===== src/rtl/fifo_pkg.sv =====
// fifo_pkg: default FIFO sizing and a constant log2 helper
package fifo_pkg;
  localparam int DEF_DATA_W = 32;
  localparam int DEF_DEPTH = 8;
  function automatic int clog2(input int v);
    int r;
    r = 0;
    while ((1 << r) < v) r++;
    return r;
  endfunction
endpackage


===== src/rtl/fifo_mem.sv =====
// fifo_mem: storage array, one write port and one registered read port, no reset
module fifo_mem #(
  parameter int DATA_W = 32,
  parameter int AW = 3
) (
  input  logic              Clk,
  input  logic              we,
  input  logic [AW-1:0]     wa,
  input  logic [DATA_W-1:0] wd,
  input  logic              re,
  input  logic [AW-1:0]     ra,
  output logic [DATA_W-1:0] rd
);
  logic [DATA_W-1:0] mem [2**AW];
  // Write-through-free array: a read at the write address returns the old word
  always_ff @(posedge Clk) begin
    if (we) mem[wa] <= wd;
    if (re) rd <= mem[ra];
  end
endmodule


===== src/rtl/param_fifo_buffer.sv =====
// param_fifo_buffer: synchronous FIFO with occupancy flags; PARAM_FIFO_ERR_FLAGS_EN adds sticky OVERFLOW/UNDERFLOW
module param_fifo_buffer
  import fifo_pkg::*;
#(
  parameter int DATA_W = DEF_DATA_W,
  parameter int DEPTH = DEF_DEPTH,
  parameter int AF_LEVEL = DEPTH - 1,
  parameter int AE_LEVEL = 1,
  localparam int AW = clog2(DEPTH)
) (
  input  logic              Clk,
  input  logic              Rst,
  input  logic              EN,
  input  logic              WR,
  input  logic              RD,
  input  logic [DATA_W-1:0] dataIn,
  output logic [DATA_W-1:0] dataOut,
  output logic              EMPTY,
  output logic              FULL,
  output logic              ALMOST_EMPTY,
  output logic              ALMOST_FULL,
`ifdef PARAM_FIFO_ERR_FLAGS_EN
  output logic              OVERFLOW,
  output logic              UNDERFLOW,
`endif
  output logic [AW:0]       COUNT
);
  logic [AW:0] wr_ptr, rd_ptr, wr_nxt, rd_nxt, count_nxt;
  logic rd_ok, wr_ok, out_vld;
  logic [DATA_W-1:0] mem_q;
  assign rd_ok = EN & RD & ~EMPTY;
  assign wr_ok = EN & WR & (~FULL | rd_ok);
  // Next pointers; the wrap bit keeps the difference exact from 0 to DEPTH
  always_comb begin
    wr_nxt = wr_ptr + (AW+1)'(wr_ok);
    rd_nxt = rd_ptr + (AW+1)'(rd_ok);
    count_nxt = wr_nxt - rd_nxt;
  end
  fifo_mem #(.DATA_W(DATA_W), .AW(AW)) u_mem (
    .Clk(Clk),
    .we(wr_ok),
    .wa(wr_ptr[AW-1:0]),
    .wd(dataIn),
    .re(rd_ok),
    .ra(rd_ptr[AW-1:0]),
    .rd(mem_q)
  );
  // Until the first read after reset, the unreset array output is masked to zero
  assign dataOut = out_vld ? mem_q : '0;
  // Pointers, occupancy and flags registered together so they always agree
  always_ff @(posedge Clk or posedge Rst) begin
    if (Rst) begin
      wr_ptr <= '0;
      rd_ptr <= '0;
      COUNT <= '0;
      out_vld <= 1'b0;
      EMPTY <= 1'b1;
      FULL <= 1'b0;
      ALMOST_EMPTY <= (AE_LEVEL >= 0);
      ALMOST_FULL <= (AF_LEVEL <= 0);
    end else begin
      wr_ptr <= wr_nxt;
      rd_ptr <= rd_nxt;
      COUNT <= count_nxt;
      out_vld <= out_vld | rd_ok;
      EMPTY <= count_nxt == '0;
      FULL <= count_nxt == (AW+1)'(DEPTH);
      ALMOST_EMPTY <= int'(count_nxt) <= AE_LEVEL;
      ALMOST_FULL <= int'(count_nxt) >= AF_LEVEL;
    end
  end
`ifdef PARAM_FIFO_ERR_FLAGS_EN
  // Sticky error flags for rejected requests, cleared only by reset
  always_ff @(posedge Clk or posedge Rst) begin
    if (Rst) begin
      OVERFLOW <= 1'b0;
      UNDERFLOW <= 1'b0;
    end else begin
      OVERFLOW <= OVERFLOW | (EN & WR & FULL & ~rd_ok);
      UNDERFLOW <= UNDERFLOW | (EN & RD & EMPTY);
    end
  end
`endif
endmodule


===== config.mk =====
export PLATFORM = sky130hd
export DESIGN_NAME = param_fifo_buffer
export DESIGN_NICKNAME = d
export VERILOG_FILES = /design/src/rtl/fifo_pkg.sv /design/src/rtl/fifo_mem.sv /design/src/rtl/param_fifo_buffer.sv
export SDC_FILE = /design/constraint.sdc
export NUM_CORES = 1
export LEC_CHECK = 0
export ABC_AREA = 1
export BUFFER_PORTS_ARGS = -buffer_cell sky130_fd_sc_hd__clkbuf_2
export CAP_MARGIN = 10
export CORE_AREA = 2 2 159 161
export CTS_CLUSTER_SIZE = 20
export DETAILED_ROUTE_END_ITERATION = 7
export DIE_AREA = 0 0 161 163
export PLACE_DENSITY = 0.72
export SETUP_SLACK_MARGIN = 0.1
export SLEW_MARGIN = 40
export SYNTH_ARGS = -nofsm -noshare
export SYNTH_HDL_FRONTEND = slang
export SYNTH_HIERARCHICAL = 1
export SYNTH_SLANG_ARGS = --single-unit

===== constraint.sdc =====
create_clock -name Clk -period 10.6 [get_ports Clk]
set_clock_uncertainty 0.15 [all_clocks]
set_input_delay 1.06 -clock Clk [delete_from_list [all_inputs] [get_ports Clk]]
set_output_delay 1.06 -clock Clk [all_outputs]
set_load 0.01 [all_outputs]

==> out/results.tsv, run 1 <==
metric	value	unit
status	completed	
H-tree Lvls	1	
Total GRT Usage	19.5	%
Post-CTS Setup Bufs	0	
#FFs+latches synth	305	
syn nets	1350	
Largest stage delay, worst path	0.30	ns
hold buffers post-CTS	0	
CTS clk-pin slew, worst paths	0.06	ns
RSZ-0062 raised after global routing	no	
Power Dens Cells	246	nW/um^2
Iter 0 DRT Violations	498	
row count	58	
critical path arrival	3.32	ns
drt pass-1 iters	5	
Final Routed Wirelength	25100	um
post-synthesis cell count	1305	
Crit. End Element	flop	
Yosys top cell area share	65.2	%
core area	24700	um^2
Die ar.	26200	um^2
Peak Freq	0.329	GHz
Via-to-Cell Ratio	4.83	
worst hold slack	0.410	ns
Avg WL per Cell	14.5	um
drc violations	0	
layout cells sized above 1	11.5	%
area grow syn2layout	13.4	%
Final Cell Area	15000	um^2
largest net degree at the start of global routing	109	
number of max-cap violations	0	
Cell Area, Placed	14100	um^2
final setup vio count	0	
Sink Count	305	
fin cells	1737	
HP Class	flop to flop	
Longest Clk Path Bufs	3	
top post-synthesis cells by area	edfxtp_1, nand2_1, inv_1, nand3_1, dfrtp_1	
syn avg cell area	10.2	um^2
max-slew violation count	0	
Top Ports	77	
critical-path cell list	clkbuf_2 -> nand2_1 -> nor2_4 -> inv_1 -> a21oi_1 -> ha_1 -> ha_1 -> xor2_1 -> ha_1 -> a21oi_1 -> o21ai_2 -> inv_1 -> nand3_1 -> nand2_1 -> nand2_1	
Setup WS pre-CTS	7.00	ns
Critical Path Start Type	primary input	
detailed-route via count	8383	
Distinct cells, synth	22	
IO buf count	76	
worst-path maximum fanout	4	
Tcrit/Tclk final	28.7	%
commonest non-fill, non-tap cell in the layout	nand2_1	
fin worst setup slack	7.56	ns
CTS Buf Count	30	
post-route minimum period	3.04	ns
clk_lat worst skew	0.54	ns
Die Wd	161	um
Slew headroom	46.2	%
post-detail-place hpwl	15500	um
final hold viol count	0	
delay-heaviest family, CP	adder cells	
height of the die	163	um
Lkg Pwr	7.04	nW
Worst Tran Pin Value	0.808	ns
cell area after synthesis	13300	um^2
antenna-violating nets left	0	
Worst Path Required	10.87	ns
Filler cells	1964	
Placed Instances	1680	
Peak VDD IR	0.208	mV
CTS resizes	0	
Slowest-stage cell, CP	ha_1	
most frequent cells in the layout	nand2_1, inv_1, edfxtp_1	
Clock Root Buffer	clkbuf_16	
Setup TNS Final	0	ns
GPL Wtd Cong	0.720	
Initial Util	53.8	%
yosys warns	6	
initial antenna violation count	1	
Crit path buffers/inverters	3	
Seq/Total Area, Yosys	68.4	%
critical setup path kind	primary input to flop	
post-synth top area cell	edfxtp_1	
vias in the first global route	8185	
NumNets Final	1427	
first-pass GRT wire length	40200	um
CTS tree	built	
GRT overflow	0	
-- flip-flops by register name (all words and copies together) (netlist names) --
| register | flops |
|---|---|
| u_mem/rd | 32 |
| ALMOST_FULL | 1 |
| COUNT | 4 |
| u_mem/mem | 256 |
| out_vld | 1 |
| rd_ptr | 4 |
| ALMOST_EMPTY | 1 |
| wr_ptr | 4 |
| FULL | 1 |
| EMPTY | 1 |
-- area by class of cell --
type / instances / area (um^2) / area share, %
Sequential cell: 305 / 9080 / 60.4
Multi-Input combinational cell: 642 / 2780 / 18.5
Timing Repair Buffer: 97 / 728 / 4.84
Tap cell: 330 / 413 / 2.74
Antenna cell: 1 / 2.50 / 0.0166
Inverter: 306 / 1150 / 7.64
Clock buffer: 37 / 798 / 5.31
Clock inverter: 19 / 91.3 / 0.607
-- power by group --
group / switching, mW / internal, mW
Sequential: 0.0795 / 1.50
Clock: 0.417 / 0.532
Combinational: 0.801 / 0.375
Total: 1.30 / 2.41
-- logic make-up (layout without fill, tap and decap cells) --
group	count (synthesis)	in the layout	share of synthesized area [%]
XOR/XNOR	2	2	0.132
AND/OR/NAND/NOR	629	629	19.4
other	0	1	0
flip-flops	305	305	68.4
AO/OA/AOI/OAI	3	3	0.142
adder cells (fa/ha/maj)	8	8	0.811
buffers and inverters	358	459	11.1
-- routing by layer --
layer  share of wire, %  GRT usage [%]  up-vias  routed length, um
met5                  0              0        -                  0
met2                 50           34.0      216              12600
met4                2.7           7.71        0                683
met1                 42           24.7     3926              10600
met3                4.9           3.00       46               1240
li1                   -              -     4195                  -
-- cells in the mapped netlist, drive strengths merged --
cell type and instances:
nand2 475, dfstp 2, ha 7, clkbuf 8
nand4 4, dfrtp 15, a21oi 2, nand3 136
fa 1, inv 306, xor2 2, nor2 12
buf 44, o21ai 1, edfxtp 288, or2 2
-- worst paths after layout --
check | from | end | slack (ns) | cells past startpoint
max reg2reg | rd_ptr[1]$_DFF_PP0_ | u_mem/rd[23]$_DFFE_PP_ | 7.75 | 7
min | wr_ptr[3]$_DFF_PP0_ | wr_ptr[3]$_DFF_PP0_ | 0.41 | 2
max | EN | ALMOST_FULL$_DFF_PP0_ | 7.56 | 15
max in group asynchronous | Rst | rd_ptr[0]$_DFF_PP0_ | 9.41 | 2
min reg2reg | wr_ptr[3]$_DFF_PP0_ | wr_ptr[3]$_DFF_PP0_ | 0.41 | 2
min in group asynchronous | Rst | COUNT[1]$_DFF_PP0_ | 0.43 | 2
-- worst min-delay path, cell delays in order, from the launching register on --
cell     delay (ns)
dfrtp_1        0.36
nand2_1        0.07
nand2_2        0.09
-- stage by stage --
step | util, % | power [mW]
floorplan | - | 2.47
global placement | 56.2 | 2.72
detailed placement | 57.3 | 2.78
CTS | 61.0 | 3.73
global route | 61.0 | 3.94
finish | 61.0 | 3.70
No activity file was read; power rests on OpenSTA's default activity.
==> run 2, diff against run 1 <==
--- a/config.mk
+++ b/config.mk
@@ -5,13 +5,13 @@
 export SDC_FILE = /design/constraint.sdc
 export NUM_CORES = 1
 export LEC_CHECK = 0
-export ABC_AREA = 1
+export ABC_AREA = 0
 export BUFFER_PORTS_ARGS = -buffer_cell sky130_fd_sc_hd__clkbuf_2
 export CAP_MARGIN = 10
-export CORE_AREA = 2 2 159 161
+export CORE_AREA = 2 2 150 152
 export CTS_CLUSTER_SIZE = 20
 export DETAILED_ROUTE_END_ITERATION = 7
-export DIE_AREA = 0 0 161 163
+export DIE_AREA = 0 0 152 154
 export PLACE_DENSITY = 0.72
 export SETUP_SLACK_MARGIN = 0.1
 export SLEW_MARGIN = 40
==> constraint.sdc (replaced) <==
create_clock -name Clk -period 2.8 [get_ports Clk]
set_clock_uncertainty 0.15 [all_clocks]
set_input_delay 0.28 -clock Clk [delete_from_list [all_inputs] [get_ports Clk]]
set_output_delay 0.28 -clock Clk [all_outputs]
set_load 0.01 [all_outputs]
==> run 2 against run 1 <==
  * Routed wire length decreased by 16%
  * Sequential share of layout area increased by 4.9 points
  * Hold slack got worse by 0.37 ns
  * Final cell count decreased by 45%
  * Sequential power increased to 3.8 times the previous value
  * Synthesized cell count decreased by 61%
  * Critical path type is now flop to flop
  * Critical endpoint unchanged
==> out/results.tsv, run 2 <==
metric	value	unit	change
Total GRT Usage	18.2	%	-1.3 points
height of the die	154	um	-5.5%
vias in the first global route	5727		-30%
most numerous cell in the Yosys netlist	edfxtp_1		
Setup WS pre-CTS	0.100	ns	-6.90 ns
final hold viol count	0		unchanged
H-tree Lvls	1		unchanged
CTS clk-pin slew, worst paths	0.06	ns	about the same
GRT overflow	0		unchanged
final setup vio count	0		unchanged
Power Dens Cells	937	nW/um^2	+280%
Via-to-Cell Ratio	5.63		+17%
most frequent cells in the layout	edfxtp_1, clkbuf_2, mux4_1		
R2R Setup Slk	0.14	ns	-7.61 ns
antenna-violating nets left	0		unchanged
Peak VDD IR	1.18	mV	+470%
HP Class	primary input to flop		
CTS tree	built		
Yosys top cell area share	73.7	%	+8.5 points
syn nets	549		-59%
Critical Path Start Type	flop		
worst-path maximum fanout	5		+1
worst r2r src	EMPTY$_DFF_PP1_		
Hold Crit Endpoint	wr_ptr[0]$_DFF_PP0_		
Clock Root Buffer	clkbuf_16		
Slew headroom	55.3	%	+9.1 points
total power	13.0	mW	+250%
status	completed		
row count	54		-6.9%
Hold Path Cell Cnt	3		+1
asr flop ratio synth	5.57	%	unchanged
post-detail-place hpwl	11400	um	-27%
critical setup path kind	flop to flop		
post-synth top area cell	edfxtp_1		
drt pass-1 iters	4		-1
layout cells sized above 1	33.0	%	+21 points
fin worst setup slack	0.144	ns	-7.41 ns
Peak Freq	0.377	GHz	
Top Ports	77		unchanged
Avg WL per Cell	22.1	um	+53%
IO buf count	76		unchanged
post-route minimum period	2.66	ns	
switch share	26.6	%	-8.4 points
RSZ-0062 raised after global routing	yes		
post-synthesis cell count	504		-61%
NumNets Final	696		-51%
largest registers	u_mem/mem: 256 flops, u_mem/rd: 32 flops		
number of max-cap violations	0		unchanged
CTS Buf Count	29		-3.3%
area grow syn2layout	18.5	%	
max-slew violation count	0		unchanged
drc violations	0		unchanged
initial antenna violation count	1		unchanged
Worst Path Required	3.08	ns	-7.79 ns
synth cell count leaders	edfxtp_1, mux4_1, and2_1, mux2_2, mux4_2		
detailed-route via count	5358		-36%
Tcrit/Tclk final	94.8	%	
syn avg cell area	23.3	um^2	+130%
Die ar.	23400	um^2	-11%
Iter 0 DRT Violations	378		-24%
Psw	3.47	mW	+170%
Die Wd	152	um	-5.6%
GPL Wtd Cong	0.735		+2.1%
internal power	9.56	mW	+300%
Crit. End Element	flop		
Post-synth EDFFs	288		unchanged
clk_lat worst skew	0.54	ns	about the same
Longest Clk Path Bufs	3		unchanged
Lkg Pwr	4.80	nW	-32%
Comb power frac	27.7	%	-4.1 points
critical path arrival	2.94	ns	-0.38 ns
Worst Tran Pin Value	0.671	ns	-0.137 ns
power share of the sequential group	45.6	%	+3.0 points
worst hold slack	0.0438	ns	-0.366 ns
#FFs+latches synth	305		unchanged
Sink Count	305		unchanged
yosys warns	6		unchanged
Seq/Total Area, Yosys	77.4	%	+8.9 points
first-pass GRT wire length	32300	um	-20%
Final Routed Wirelength	21000	um	-16%
post-layout utilization of the core	64.1	%	+3.1 points
Main synth FF type	edfxtp_1		
HP Start	WR		
Distinct cells, synth	30		+36%
top post-synthesis cells by area	edfxtp_1, mux4_1, mux4_2, dfrtp_1, mux2_2		
largest net degree at the start of global routing	66		-39%
commonest non-fill, non-tap cell in the layout	edfxtp_1		
max reg flops	256		unchanged
most flop-heavy register	u_mem/mem		
cells on worst reg2reg path	11		+4
cell area after synthesis	11700	um^2	-12%
Initial Util	54.1	%	+0.34 points
Clk pwr share	26.7	%	+1.1 points
R2R Path End	ALMOST_FULL$_DFF_PP0_		
core area	21700	um^2	-12%
## run 2: power groups by stage
stage	clock network (mW)	registers (mW)	logic [mW]
after floorplan	0	5.98	2.63
after global placement	0	5.99	3.41
after detailed placement	0	6.03	3.53
after CTS	3.56	5.94	3.60
after global routing	3.73	5.98	3.92
final	3.48	5.94	3.61
## run 2: layout make-up
| class | instances | area, um^2 |
|---|---|---|
| sequential | 305 | 9080 |
| tap | 280 | 350 |
| timing repair buffer | 137 | 980 |
| clock buffer | 45 | 806 |
| inverter | 10 | 41.3 |
| fill | 1452 | 7780 |
| antenna | 1 | 2.50 |
| multi-input combinational | 168 | 2620 |
| clock inverter | 5 | 27.5 |
## run 2: cell families (layout without fill, tap and decap cells)
group / Yosys count / count (layout) / synth area share (%)
DFF: 305 / 305 / 77.4
muxes: 96 / 96 / 16.6
and+or+nand+nor: 54 / 54 / 2.69
buffers and inverters: 31 / 197 / 1.50
adders and majority gates: 8 / 8 / 0.917
xor gates and xnor gates: 6 / 6 / 0.651
AOI/OAI and AO/OA: 4 / 4 / 0.245
other: 0 / 1 / 0
## run 2: worst max-delay path, stage by stage (launching register included)
cell and delay (ns):
dfstp_2 0.53, nand3b_1 0.16, buf_6 0.13, clkinvlp_4 0.09, ha_4 0.18, ha_4 0.27, inv_2 0.04, ha_4 0.20
a21o_1 0.16, a21oi_2 0.13, xor3_2 0.30, a31o_1 0.21
## run 2: per-layer routing
metal | share of wire (%) | GRT usage (%)
met5 | 0 | 0
met2 | 50 | 30.7
met4 | 2.2 | 6.01
met3 | 5.6 | 3.78
met1 | 42 | 24.0
## run 2: timing repair
action / 4_1_cts / 5_1_grt
endpoints found under the hold margin: 272 / 0
pin swaps: 0 / 4
hold buffers: 35 / 0
setup endpoints to repair: 1 / 4
buffers inserted: 0 / 3
gates resized for setup: 1 / 5
## run 2: how the worst max path moves through the flow
stage                          startpoint                    end  depth (start not counted)
after floorplan           EMPTY$_DFF_PP1_  ALMOST_FULL$_DFF_PP0_                         10
after global placement    EMPTY$_DFF_PP1_  ALMOST_FULL$_DFF_PP0_                          9
after detailed placement  EMPTY$_DFF_PP1_  ALMOST_FULL$_DFF_PP0_                          9
after CTS                 EMPTY$_DFF_PP1_  ALMOST_FULL$_DFF_PP0_                          9
after global routing      EMPTY$_DFF_PP1_  ALMOST_FULL$_DFF_PP0_                         11
final                     EMPTY$_DFF_PP1_  ALMOST_FULL$_DFF_PP0_                         11
## run 2: through the flow
step                setup TNS (ns)  instance area, um^2  std cells
detailed placement               0                12700        862
finish                           0                13900        951
global placement                 0                12700        862
CTS                              0                13900        947
floorplan                   -0.987                11800        504
global route                     0                13900        951
